### config.mk
export PLATFORM = sky130hd
export DESIGN_NAME = mem_port_arbiter
export DESIGN_NICKNAME = d
export VERILOG_FILES = /design/src/rtl/mem_arb_pkg.sv /design/src/rtl/mem_arb_watchdog.sv /design/src/rtl/mem_port_arbiter.sv
export SDC_FILE = /design/constraint.sdc
export NUM_CORES = 1
export LEC_CHECK = 0
export ABC_AREA = 1
export CELL_PAD_IN_SITES_DETAIL_PLACEMENT = 1
export CELL_PAD_IN_SITES_GLOBAL_PLACEMENT = 2
export CORE_AREA = 2 2 245 126
export CTS_CLUSTER_DIAMETER = 150
export CTS_CLUSTER_SIZE = 40
export DETAILED_ROUTE_END_ITERATION = 8
export DIE_AREA = 0 0 247 128
export PLACE_DENSITY_LB_ADDON = 0.1
export SKIP_LAST_GASP = 1
export SLEW_MARGIN = 10
export SYNTH_ARGS = -nofsm -noshare
export SYNTH_HDL_FRONTEND = slang
export SYNTH_HIERARCHICAL = 1
export SYNTH_SLANG_ARGS = --single-unit
### constraint.sdc
create_clock -name CLK -period 3.3 [get_ports CLK]
set_input_delay 0.66 -clock CLK [delete_from_list [all_inputs] [get_ports CLK]]
set_output_delay 0.66 -clock CLK [all_outputs]
set_load 0.005 [all_outputs]
### src/rtl/mem_arb_pkg.sv
// Shared types and default sizing for the fetch/data memory port arbiter.
package mem_arb_pkg;

  typedef enum logic [1:0] {
    SEL    = 2'd0,
    D_BUSY = 2'd1,
    I_BUSY = 2'd2,
    ADV    = 2'd3
  } arb_state_e;

  localparam int unsigned DEF_ADDR_W  = 32;
  localparam int unsigned DEF_DATA_W  = 32;
  localparam int unsigned DEF_TIMEOUT = 16;

endpackage

### src/rtl/mem_arb_watchdog.sv
// Saturating count of consecutive memory wait cycles with a sticky timeout flag.
module mem_arb_watchdog
  import mem_arb_pkg::*;
#(
  parameter int unsigned TIMEOUT = DEF_TIMEOUT
) (
  input  logic CLK,
  input  logic RST_N,
  input  logic clr,
  input  logic en,
  output logic timeout_flag
);

  localparam int unsigned CNT_W = $clog2(TIMEOUT + 1);

  logic [CNT_W-1:0] cnt;
  logic [CNT_W-1:0] cnt_inc;

  function automatic logic [CNT_W-1:0] sat_inc(input logic [CNT_W-1:0] v);
    return (v == CNT_W'(TIMEOUT)) ? v : v + 1'b1;
  endfunction

  assign cnt_inc = sat_inc(cnt);

  always_ff @(posedge CLK or negedge RST_N) begin
    if (!RST_N) begin
      cnt          <= '0;
      timeout_flag <= 1'b0;
    end else if (clr) begin
      cnt <= '0;
    end else if (en) begin
      cnt <= cnt_inc;
      if (cnt_inc == CNT_W'(TIMEOUT))
        timeout_flag <= 1'b1;
    end
  end

endmodule

### src/rtl/mem_port_arbiter.sv
// Serialises one data access then one fetch onto a single-port memory and
// pulses advance once both have completed.
module mem_port_arbiter
  import mem_arb_pkg::*;
#(
  parameter int unsigned ADDR_W  = DEF_ADDR_W,
  parameter int unsigned DATA_W  = DEF_DATA_W,
  parameter int unsigned TIMEOUT = DEF_TIMEOUT
) (
  input  logic              CLK,
  input  logic              RST_N,
  input  logic [ADDR_W-1:0] if_addr,
  input  logic              d_read,
  input  logic              d_write,
  input  logic [ADDR_W-1:0] d_addr,
  input  logic [DATA_W-1:0] d_wdata,
  output logic              mem_req,
  output logic              mem_we,
  output logic [ADDR_W-1:0] mem_addr,
  output logic [DATA_W-1:0] mem_wdata,
  input  logic              mem_ready,
  input  logic [DATA_W-1:0] mem_rdata,
  output logic [DATA_W-1:0] instr,
  output logic [DATA_W-1:0] d_rdata,
  output logic              advance,
  output logic              err_conflict,
  output logic              err_timeout,
  output logic [31:0]       stall_cnt
);

  arb_state_e state, state_nxt;
  logic       is_read;
  logic       wd_clr;
  logic       wd_en;

  always_ff @(posedge CLK or negedge RST_N) begin
    if (!RST_N) state <= SEL;
    else        state <= state_nxt;
  end

  always_comb begin
    state_nxt = state;
    case (state)
      SEL:     state_nxt = (d_read || d_write) ? D_BUSY : I_BUSY;
      D_BUSY:  if (mem_ready) state_nxt = I_BUSY;
      I_BUSY:  if (mem_ready) state_nxt = ADV;
      ADV:     state_nxt = SEL;
      default: state_nxt = SEL;
    endcase
  end

  // Request/holding registers: the store wins over a simultaneous load.
  always_ff @(posedge CLK or negedge RST_N) begin
    if (!RST_N) begin
      mem_req      <= 1'b0;
      mem_we       <= 1'b0;
      mem_addr     <= '0;
      mem_wdata    <= '0;
      instr        <= '0;
      d_rdata      <= '0;
      advance      <= 1'b0;
      err_conflict <= 1'b0;
      is_read      <= 1'b0;
    end else begin
      advance <= 1'b0;
      case (state)
        SEL: begin
          mem_req <= 1'b1;
          if (d_write) begin
            mem_we    <= 1'b1;
            mem_addr  <= d_addr;
            mem_wdata <= d_wdata;
            is_read   <= 1'b0;
          end else if (d_read) begin
            mem_we    <= 1'b0;
            mem_addr  <= d_addr;
            mem_wdata <= '0;
            is_read   <= 1'b1;
          end else begin
            mem_we    <= 1'b0;
            mem_addr  <= if_addr;
            mem_wdata <= '0;
            is_read   <= 1'b0;
          end
          if (d_read && d_write)
            err_conflict <= 1'b1;
        end
        D_BUSY: begin
          if (mem_ready) begin
            if (is_read)
              d_rdata <= mem_rdata;
            mem_addr  <= if_addr;
            mem_we    <= 1'b0;
            mem_wdata <= '0;
          end
        end
        I_BUSY: begin
          if (mem_ready) begin
            instr   <= mem_rdata;
            mem_req <= 1'b0;
            advance <= 1'b1;
          end
        end
        default: ;
      endcase
    end
  end

  always_ff @(posedge CLK or negedge RST_N) begin
    if (!RST_N)        stall_cnt <= '0;
    else if (!advance) stall_cnt <= stall_cnt + 32'd1;
  end

  assign wd_clr = (state == SEL) || (mem_req && mem_ready);
  assign wd_en  = mem_req;

  mem_arb_watchdog #(
    .TIMEOUT (TIMEOUT)
  ) u_watchdog (
    .CLK          (CLK),
    .RST_N        (RST_N),
    .clr          (wd_clr),
    .en           (wd_en),
    .timeout_flag (err_timeout)
  );

endmodule

==> results.py, run 1 <==
metrics = {
    "yosys": {
        "async_reset_ff_share_pct": 100,
        "synth-edff-count": 0,
        "syn_area_per_cell_um2": 8.69,
        "ys_top_cells_by_area": "dfrtp_1, nand2_1, inv_1",
        "post-synth-top-area-cell": "dfrtp_1",
        "ys_warn_count": 6,
        "syn_nets": 1009,
        "yosysTopAreaCellShare_pct": 57.3,
        "synth_ff_type": "dfrtp_1",
        "synth_common_cells": "nand2_1, dfrtp_1, inv_1",
        "syn_area_um2": 7560,
        "synth.yosys.seq_area_share_pct": 57.3,
        "synth_seq_cells": 173,
        "synth.distinct_cells": 34,
        "netlist_instances": 870,
        "yosysMostFrequentCell": "nand2_1",
    },
    "route": {
        "wl_per_cell_um": 17.1,
        "wl_um": 27000,
        "drc": 0,
        "ant_nets": 0,
        "drt_iter0_drc": 256,
        "dr_total_vias": 6780,
        "via_per_inst": 4.30,
        "dr.pass1.iters": 6,
    },
    "worst_setup_path": {
        "worst-path-max-fanout": 36,
        "critPathLaunch": "state[0]",
        "r2r_slack_ps": 1030,
        "cpPeakStageDelay_ps": 760,
        "slowest_stage": "o21ai_4",
        "r2r-start": "state[0]",
        "critPathKind": "register to register",
        "critPathTopFamily": "compound AO/OA/AOI/OAI gates",
        "critPathBufInv": 3,
        "r2r_end": "mem_addr[28]",
        "reg2regPathDepth": 7,
        "crit_required_ps": 3660,
        "worstPathCellList": "inv_1, ha_1, inv_2, o21ai_4, buf_4, nor2_1, a31oi_1",
        "critPathLaunchType": "register",
        "cp-end-kind": "register",
        "worstPathArrival_ps": 2630,
    },
    "clock_tree": {
        "ctsResizeCount": 0,
        "post_cts_buffers": 0,
        "cts_tree": "yes",
        "cts_root_buf": "clkbuf_16",
        "htree_levels": 4,
        "clk_path_buf_depth": 2,
        "cts_made_buffers": 17,
        "clkTransAtPathRegs_ps": 70,
        "cts-hold-fix-buffers": 0,
        "clock_latency_ps": 440,
        "numClockSinks": 173,
    },
    "power_and_ir_drop": {
        "ir_worst_vdd_uv": 378,
        "powerDensity_nw_per_um2": 809,
        "p_leak_uw": 0.00528,
        "total_power_uw": 9400,
    },
    "floorplanning": {
        "ios": 298,
        "fp.dieH_um": 128,
        "core_area_um2": 29700,
        "die_width_um": 247,
        "rows": 45,
        "die_area_um2": 31600,
        "initial_core_util_pct": 25.5,
    },
    "layout": {
        "nets": 1302,
        "antenna-diode-count": 0,
        "area_growth_pct": 53.8,
        "final_util_pct": 39.2,
        "post_route_cells_drive_above_1_share_pct": 5.53,
    },
    "timing": {
        "slew_viol_final": 0,
        "setup_viol": 0,
        "fmax_ghz": 0.440,
        "clock_skew_ps": 9.96,
        "fin_crit_sh_pct": 68.8,
        "rsz0062_at_grt": "no",
        "worst_pin_slew_ps": 983,
        "period_needed_ps": 2270,
        "hold_violations": 0,
        "fin_tns_setup_ps": 0,
        "max_slew_margin_pct": 34.2,
    },
    "worst_hold_path": {
        "hold_path_class": "input port to async pin",
    },
    "global_route": {
        "antenna_found_initial": 0,
        "grt_pass1_vias": 7172,
        "grt_pass1_wl_um": 42700,
        "grt-ovfl-total": 0,
        "grt_max_degree": 51,
        "grt_use_total_pct": 17.7,
    },
    "job": {
        "drv_cap": 0,
    },
    "placement": {
        "gp_congestion": 0.740,
        "dpl.hpwl_um": 20200,
        "io_buffers": 297,
    },
    "run_status": {
        "status": "completed",
    },
}
metal layers:
metal  GRT usage [%]  share of wire [%]  routed length (um)  up-vias
met5               0                  0                   0        -
met4            5.78                1.8                 474        0
met3            4.65                5.4                1470       30
met2            26.5                 44               11900      129
met1            24.8                 49               13100     3263
li1                -                  -                   -     3358
worst max-delay path by stage:
stage                     depth (start not counted)            to
final                                             7  mem_addr[28]
after global routing                              7  mem_addr[31]
after CTS                                         7  mem_addr[28]
after detailed placement                          4   d_rdata[15]
after global placement                            5   d_rdata[20]
after floorplan                                   5      state[0]
registers in the layout (all words and copies together) (netlist names):
| name | flops |
|---|---|
| u_watchdog/cnt | 5 |
| d_rdata | 32 |
| advance | 1 |
| mem_req | 1 |
| u_watchdog/timeout_flag | 1 |
| mem_we | 1 |
| mem_wdata | 32 |
| stall_cnt | 32 |
| state | 2 |
| instr | 32 |
| mem_addr | 32 |
| is_read | 1 |
| err_conflict | 1 |
layout make-up:
class	instances	area, um2
flip-flops and latches	173	4330
clock inverters	13	165
repair buffers	310	3110
multi-input cells	517	2540
fillers	3416	18000
well taps	399	499
inverters	144	541
clock buffers	19	443
worst register-to-register path, stage by stage, from the launching register on:
cell and delay, ps:
dfrtp_1 390, inv_1 100, ha_1 260, inv_2 100, o21ai_4 760, buf_4 370, nor2_1 60, a31oi_1 150
stage by stage:
stage	hold slack [ps]	instance area [um2]	setup slack, ps	cells
final	183	11600	1030	1575
after global routing	196	11600	744	1575
after CTS	182	11600	953	1575
after detailed placement	450	11000	826	1543
after global placement	448	11000	913	1543
after floorplan	364	7560	1730	870
power breakdown:
group / switching, uW / internal [uW]
logic: 1820 / 2050
registers: 494 / 2920
clock network: 904 / 1220
total: 3220 / 6190
cells by family (layout without fill, tap and decap cells):
family	Yosys count	count (layout)	share of synthesized area [%]
AND/OR/NAND/NOR	349	349	19.5
buffers and inverters	180	486	9.35
flip-flops	173	173	57.3
AO/OA/AOI/OAI	145	145	10.9
XOR/XNOR	17	17	1.97
adder cells (fa/ha/maj)	6	6	0.993
cell usage in the layout, fill, tap and decap left out, types with 4 or more instances in the layout:
cell type,instances
xor2_1,7
buf_4,10
xnor2_1,10
nor2_1,65
clkdlybuf4s50_1,296
clkinv_4,5
o21ai_0,71
nand2_1,199
nor3_1,4
nor2_2,5
ha_1,6
o22ai_1,33
clkbuf_16,17
a31oi_1,33
nand3_1,51
dfrtp_1,173
inv_1,141
nand4_1,9
(Power assumes the default switching activity.)
==> run 2, diff against run 1 <==
CORE_AREA = 2 2 266 137   (was 2 2 245 126)
DIE_AREA = 0 0 268 139   (was 0 0 247 128)
clock period = 2 ns   (was 3.3 ns; I/O delays follow)
==> results.py, run 2 (synthesized netlist as in run 1, its figures left out) <==
metrics = {
    "worst_setup_path": {
        "critPathTopFamily": "buffers and inverters",
        "critPathBufInv": 2,
        "worstPathCellList": "buf_4, clkdlybuf4s50_1",
        "critPathKind": "register to output pin",
        "endpoint": "advance",
        "worst-path-max-fanout": 4,
        "worstPathArrival_ps": 1500,
        "reg2regPathDepth": 7,
        "r2r_slack_ps": 290,
        "cpPeakStageDelay_ps": 500,
        "r2r-start": "stall_cnt[1]",
        "critPathLaunchType": "register",
        "crit_required_ps": 1600,
        "worstSetupPathDepth": 2,
        "slowest_stage": "clkdlybuf4s50_1",
        "critPathLaunch": "advance",
        "r2r_end": "stall_cnt[24]",
        "cp-end-kind": "output pin",
    },
    "global_route": {
        "grt_max_degree": 65,
        "grt_pass1_vias": 7027,
        "grt_pass1_wl_um": 42900,
        "grt-ovfl-total": 0,
        "antenna_found_initial": 0,
        "grt_use_total_pct": 15.0,
    },
    "timing": {
        "slew_viol_final": 0,
        "final.setup.worst_slack_ps": 96.9,
        "max_slew_margin_pct": 69.8,
        "fmax_ghz": 0.525,
        "hold_violations": 0,
        "fin_crit_sh_pct": 95.2,
        "worst_pin_slew_ps": 449,
        "period_needed_ps": 1900,
        "rsz0062_at_grt": "no",
        "setup_viol": 0,
        "clock_skew_ps": 13.3,
        "timing.hold.ws_ps": 412,
        "fin_tns_setup_ps": 0,
    },
    "placement": {
        "io_buffers": 297,
        "gp_congestion": 0.736,
        "dp_slack_ps": 78.3,
        "dpl.hpwl_um": 20600,
    },
    "clock_tree": {
        "htree_levels": 4,
        "clkTransAtPathRegs_ps": 80,
        "cts_tree": "yes",
        "clk_path_buf_depth": 2,
        "post_cts_buffers": 0,
        "clock_latency_ps": 450,
        "numClockSinks": 173,
        "cts_root_buf": "clkbuf_16",
        "cts_made_buffers": 17,
    },
    "floorplanning": {
        "fp.dieH_um": 139,
        "die_area_um2": 37300,
        "ios": 298,
        "initial_core_util_pct": 21.5,
        "core_area_um2": 35100,
        "rows": 49,
        "die_width_um": 268,
    },
    "route": {
        "wl_per_cell_um": 16.5,
        "dr_total_vias": 6753,
        "via_per_inst": 4.04,
        "ant_nets": 0,
        "drt_iter0_drc": 267,
        "wl_um": 27600,
        "dr.pass1.iters": 5,
        "drc": 0,
    },
    "run_status": {
        "status": "completed",
    },
    "layout": {
        "area_growth_pct": 57.5,
        "layout_common_cells": "clkdlybuf4s50_1, nand2_1, dfrtp_1, inv_1, o21ai_0",
        "antenna-diode-count": 0,
        "fillers": 4064,
        "nets": 1315,
        "mostFrequentLayoutCell": "clkdlybuf4s50_1",
        "post_route_cells_drive_above_1_share_pct": 6.64,
    },
    "power_and_ir_drop": {
        "powerDensity_nw_per_um2": 1320,
        "total_power_uw": 15700,
        "ir_worst_vdd_uv": 527,
        "p_leak_uw": 0.00536,
    },
    "worst_hold_path": {
        "hold_path_class": "input port to async pin",
    },
    "job": {
        "drv_cap": 0,
    },
}
## run 2: cell count changes in the layout (fill, tap and decap cells not counted)
cell | previous run | this run
clkinv_2 | 3 | 0
clkbuf_8 | 2 | 1
dfrtp_1 | 173 | 172
dfrtp_2 | 0 | 1
clkbuf_1 | 1 | 0
clkinv_8 | 0 | 2
inv_6 | 1 | 2
inv_8 | 0 | 5
buf_12 | 3 | 9
bufinv_16 | 3 | 1
dlygate4sd3_1 | 0 | 1
buf_4 | 10 | 16
clkinvlp_4 | 1 | 3
clkinv_4 | 5 | 2
## run 2: timing repair
| item | 4_1_cts | 5_1_grt |
|---|---|---|
| endpoints found under the setup margin | 1 | 0 |
| hold buffers | 1 | 0 |
| resized for setup | 1 | 0 |
| hold endpoints to repair | 28 | 0 |
## run 2: worst min path at each step
stage / from / endpoint / slack (ps) / cells after the start
floorplan: RST_N / advance / 100 / 0
global placement: RST_N / mem_wdata[15] / 330 / 1
detailed placement: RST_N / mem_wdata[15] / 330 / 1
CTS: RST_N / mem_wdata[15] / 400 / 2
global route: RST_N / mem_wdata[15] / 420 / 2
finish: RST_N / mem_wdata[15] / 410 / 2
## run 2: report_power, final
group | switching (uW) | total [uW] | internal, uW
Combinational | 3040 | 6630 | 3590
Sequential | 785 | 5590 | 4810
Clock | 1680 | 3470 | 1790
Total | 5500 | 15700 | 10200
## run 2: worst reg2reg max path: stages, from the launching register on
cell and delay [ps]:
dfrtp_1 440, ha_1 240, nand4_1 240, buf_4 230, nor2_1 220, nand4_1 120
nand2_1 70, nand2_1 50
## run 2: layout make-up
type	instances	area [um2]	share of cell area, %
Sequential cell	173	4330	36.4
Multi-Input combinational cell	517	2540	21.3
Clock buffer	17	425	3.57
Tap cell	484	606	5.09
Timing Repair Buffer	323	3290	27.6
Clock inverter	15	176	1.48
Inverter	144	541	4.54
## run 2: routing by layer
layer | track usage, % | share of wire, % | routed length, um
met5 | 0 | 0 | 0
met4 | 3.26 | 0.73 | 201
met3 | 4.49 | 6.0 | 1650
met2 | 21.4 | 41 | 11400
met1 | 22.1 | 52 | 14300
## run 2: metrics by stage
stage	utilization (%)	cell area (um2)	cells
after floorplan	-	7560	870
after global placement	32.1	11300	1640
after detailed placement	32.1	11300	1640
after CTS	33.9	11900	1673
after global routing	33.9	11900	1673
final	33.9	11900	1673
==> run 3, diff against run 2 <==
CAP_MARGIN = 25   (was not set)
CORE_AREA = 2 2 189 191   (was 2 2 266 137)
DIE_AREA = 0 0 191 193   (was 0 0 268 139)
MAX_ROUTING_LAYER = met4   (was not set)
==> results.py, run 3 (synthesized netlist as in run 1, its figures left out) <==
metrics = {
    "run_status": {
        "status": "completed",
    },
    "layout": {
        "fillers": 4031,
        "layout_common_cells": "clkdlybuf4s50_1, nand2_1, dfrtp_1, inv_1, o21ai_0",
        "post_route_cells_drive_above_1_share_pct": 6.01,
        "mostFrequentLayoutCell": "clkdlybuf4s50_1",
        "nets": 1308,
        "area_growth_pct": 56.8,
        "final_util_pct": 33.9,
    },
    "timing": {
        "max_slew_margin_pct": 74.4,
        "slew_viol_final": 0,
        "fin_crit_sh_pct": 93.0,
        "hold_violations": 0,
        "clock_skew_ps": 10.5,
        "rsz0062_at_grt": "no",
        "fin_tns_setup_ps": 0,
        "setup_viol": 0,
        "fmax_ghz": 0.537,
        "worst_pin_slew_ps": 383,
        "period_needed_ps": 1860,
    },
    "route": {
        "wl_um": 26400,
        "dr_total_vias": 6799,
        "drt_iter0_drc": 224,
        "via_per_inst": 4.13,
        "wl_per_cell_um": 16.0,
        "ant_nets": 0,
        "drc": 0,
        "dr.pass1.iters": 4,
    },
    "worst_setup_path": {
        "critPathLaunchType": "register",
        "cp-end-kind": "output pin",
        "crit_required_ps": 1600,
        "slowest_stage": "clkdlybuf4s50_1",
        "worstPathCellList": "clkdlybuf4s50_1",
        "critPathTopFamily": "buffers and inverters",
        "worstPathArrival_ps": 1460,
        "worst-path-max-fanout": 5,
        "critPathKind": "register to output pin",
        "cpPeakStageDelay_ps": 550,
        "critPathBufInv": 1,
    },
    "power_and_ir_drop": {
        "powerDensity_nw_per_um2": 1320,
        "ir_worst_vdd_uv": 615,
        "p_leak_uw": 0.00534,
    },
    "clock_tree": {
        "htree_levels": 4,
        "post_cts_buffers": 0,
        "clkTransAtPathRegs_ps": 70,
        "cts_made_buffers": 17,
        "cts_root_buf": "clkbuf_16",
        "clk_path_buf_depth": 2,
        "numClockSinks": 173,
        "clock_latency_ps": 440,
        "cts_tree": "yes",
    },
    "job": {
        "drv_cap": 0,
    },
    "floorplanning": {
        "die_area_um2": 36900,
        "ios": 298,
        "die_width_um": 191,
        "core_area_um2": 35000,
        "rows": 69,
        "initial_core_util_pct": 21.6,
        "fp.dieH_um": 193,
    },
    "global_route": {
        "grt-ovfl-total": 0,
        "antenna_found_initial": 2,
        "grt_pass1_vias": 7146,
        "grt_max_degree": 66,
        "grt_use_total_pct": 14.9,
        "grt_pass1_wl_um": 40600,
    },
    "placement": {
        "dpl.hpwl_um": 19100,
        "gp_congestion": 0.742,
        "io_buffers": 297,
    },
    "worst_hold_path": {
        "hold_path_class": "input port to async pin",
    },
}
==> run 3: cell count changes in the layout (fill, tap and decap cells not counted), sizes merged <==
cell    before  now
clkinv       4    3
clkbuf      18   20
inv        151  147
bufinv       1    3
buf         25   18
diode        0    3
==> run 3: power breakdown <==
| group | total (uW) | leakage, uW | switching, uW | internal (uW) |
|---|---|---|---|---|
| sequential | 5600 | 0.00218 | 792 | 4810 |
| clock | 3560 | 0.000294 | 1520 | 2040 |
| combinational | 6470 | 0.00286 | 2950 | 3520 |
==> run 3: worst paths after layout <==
path                                          from                 endpoint  slack [ps]  cells past startpoint
max                                  stall_cnt[23]            stall_cnt[23]         140                      1
min                                          RST_N             stall_cnt[4]         450                      2
max reg2reg                               state[1]            mem_wdata[12]         260                      6
min reg2reg                u_watchdog/timeout_flag  u_watchdog/timeout_flag         470                      2
max in group asynchronous                    RST_N             mem_addr[26]         940                      3
min in group CLK           u_watchdog/timeout_flag  u_watchdog/timeout_flag         470                      2
==> run 3: final cells by class <==
cell class              instances  area (um2)  area share, %
inverters                     144         541           4.56
repair buffers                316        3250           27.4
well taps                     461         577           4.87
multi-input cells             517        2540           21.4
flip-flops and latches        173        4330           36.5
diodes                          3        7.51         0.0633
clock inverters                12         160           1.35
clock buffers                  19         453           3.82
==> run 3: metrics by stage <==
| stage | area [um2] | power [uW] | setup WS, ps | hold slack (ps) | cells |
|---|---|---|---|---|---|
| global placement | 11200 | 12200 | 205 | 369 | 1610 |
| finish | 11900 | 15600 | 139 | 447 | 1645 |
| global route | 11900 | 16900 | 71.7 | 458 | 1644 |
| floorplan | 7560 | 8240 | 510 | 104 | 870 |
| CTS | 11800 | 16000 | 82.4 | 446 | 1642 |
| detailed placement | 11200 | 12300 | 185 | 370 | 1610 |
==> run 3: what timing repair did <==
action,CTS,global route
endpoints found under the setup margin,1,0
hold buffers,1,0
hold endpoints to repair,34,0
resized for setup,1,0
==> run 3: per-layer routing <==
layer / GRT usage [%] / vias up / share of wire [%]
met4: 4.35 / 0 / 1.5
met2: 23.5 / 171 / 48
met5: - / - / 0
li1: - / 3366 / -
met1: 17.3 / 3241 / 42
met3: 6.30 / 21 / 8.5
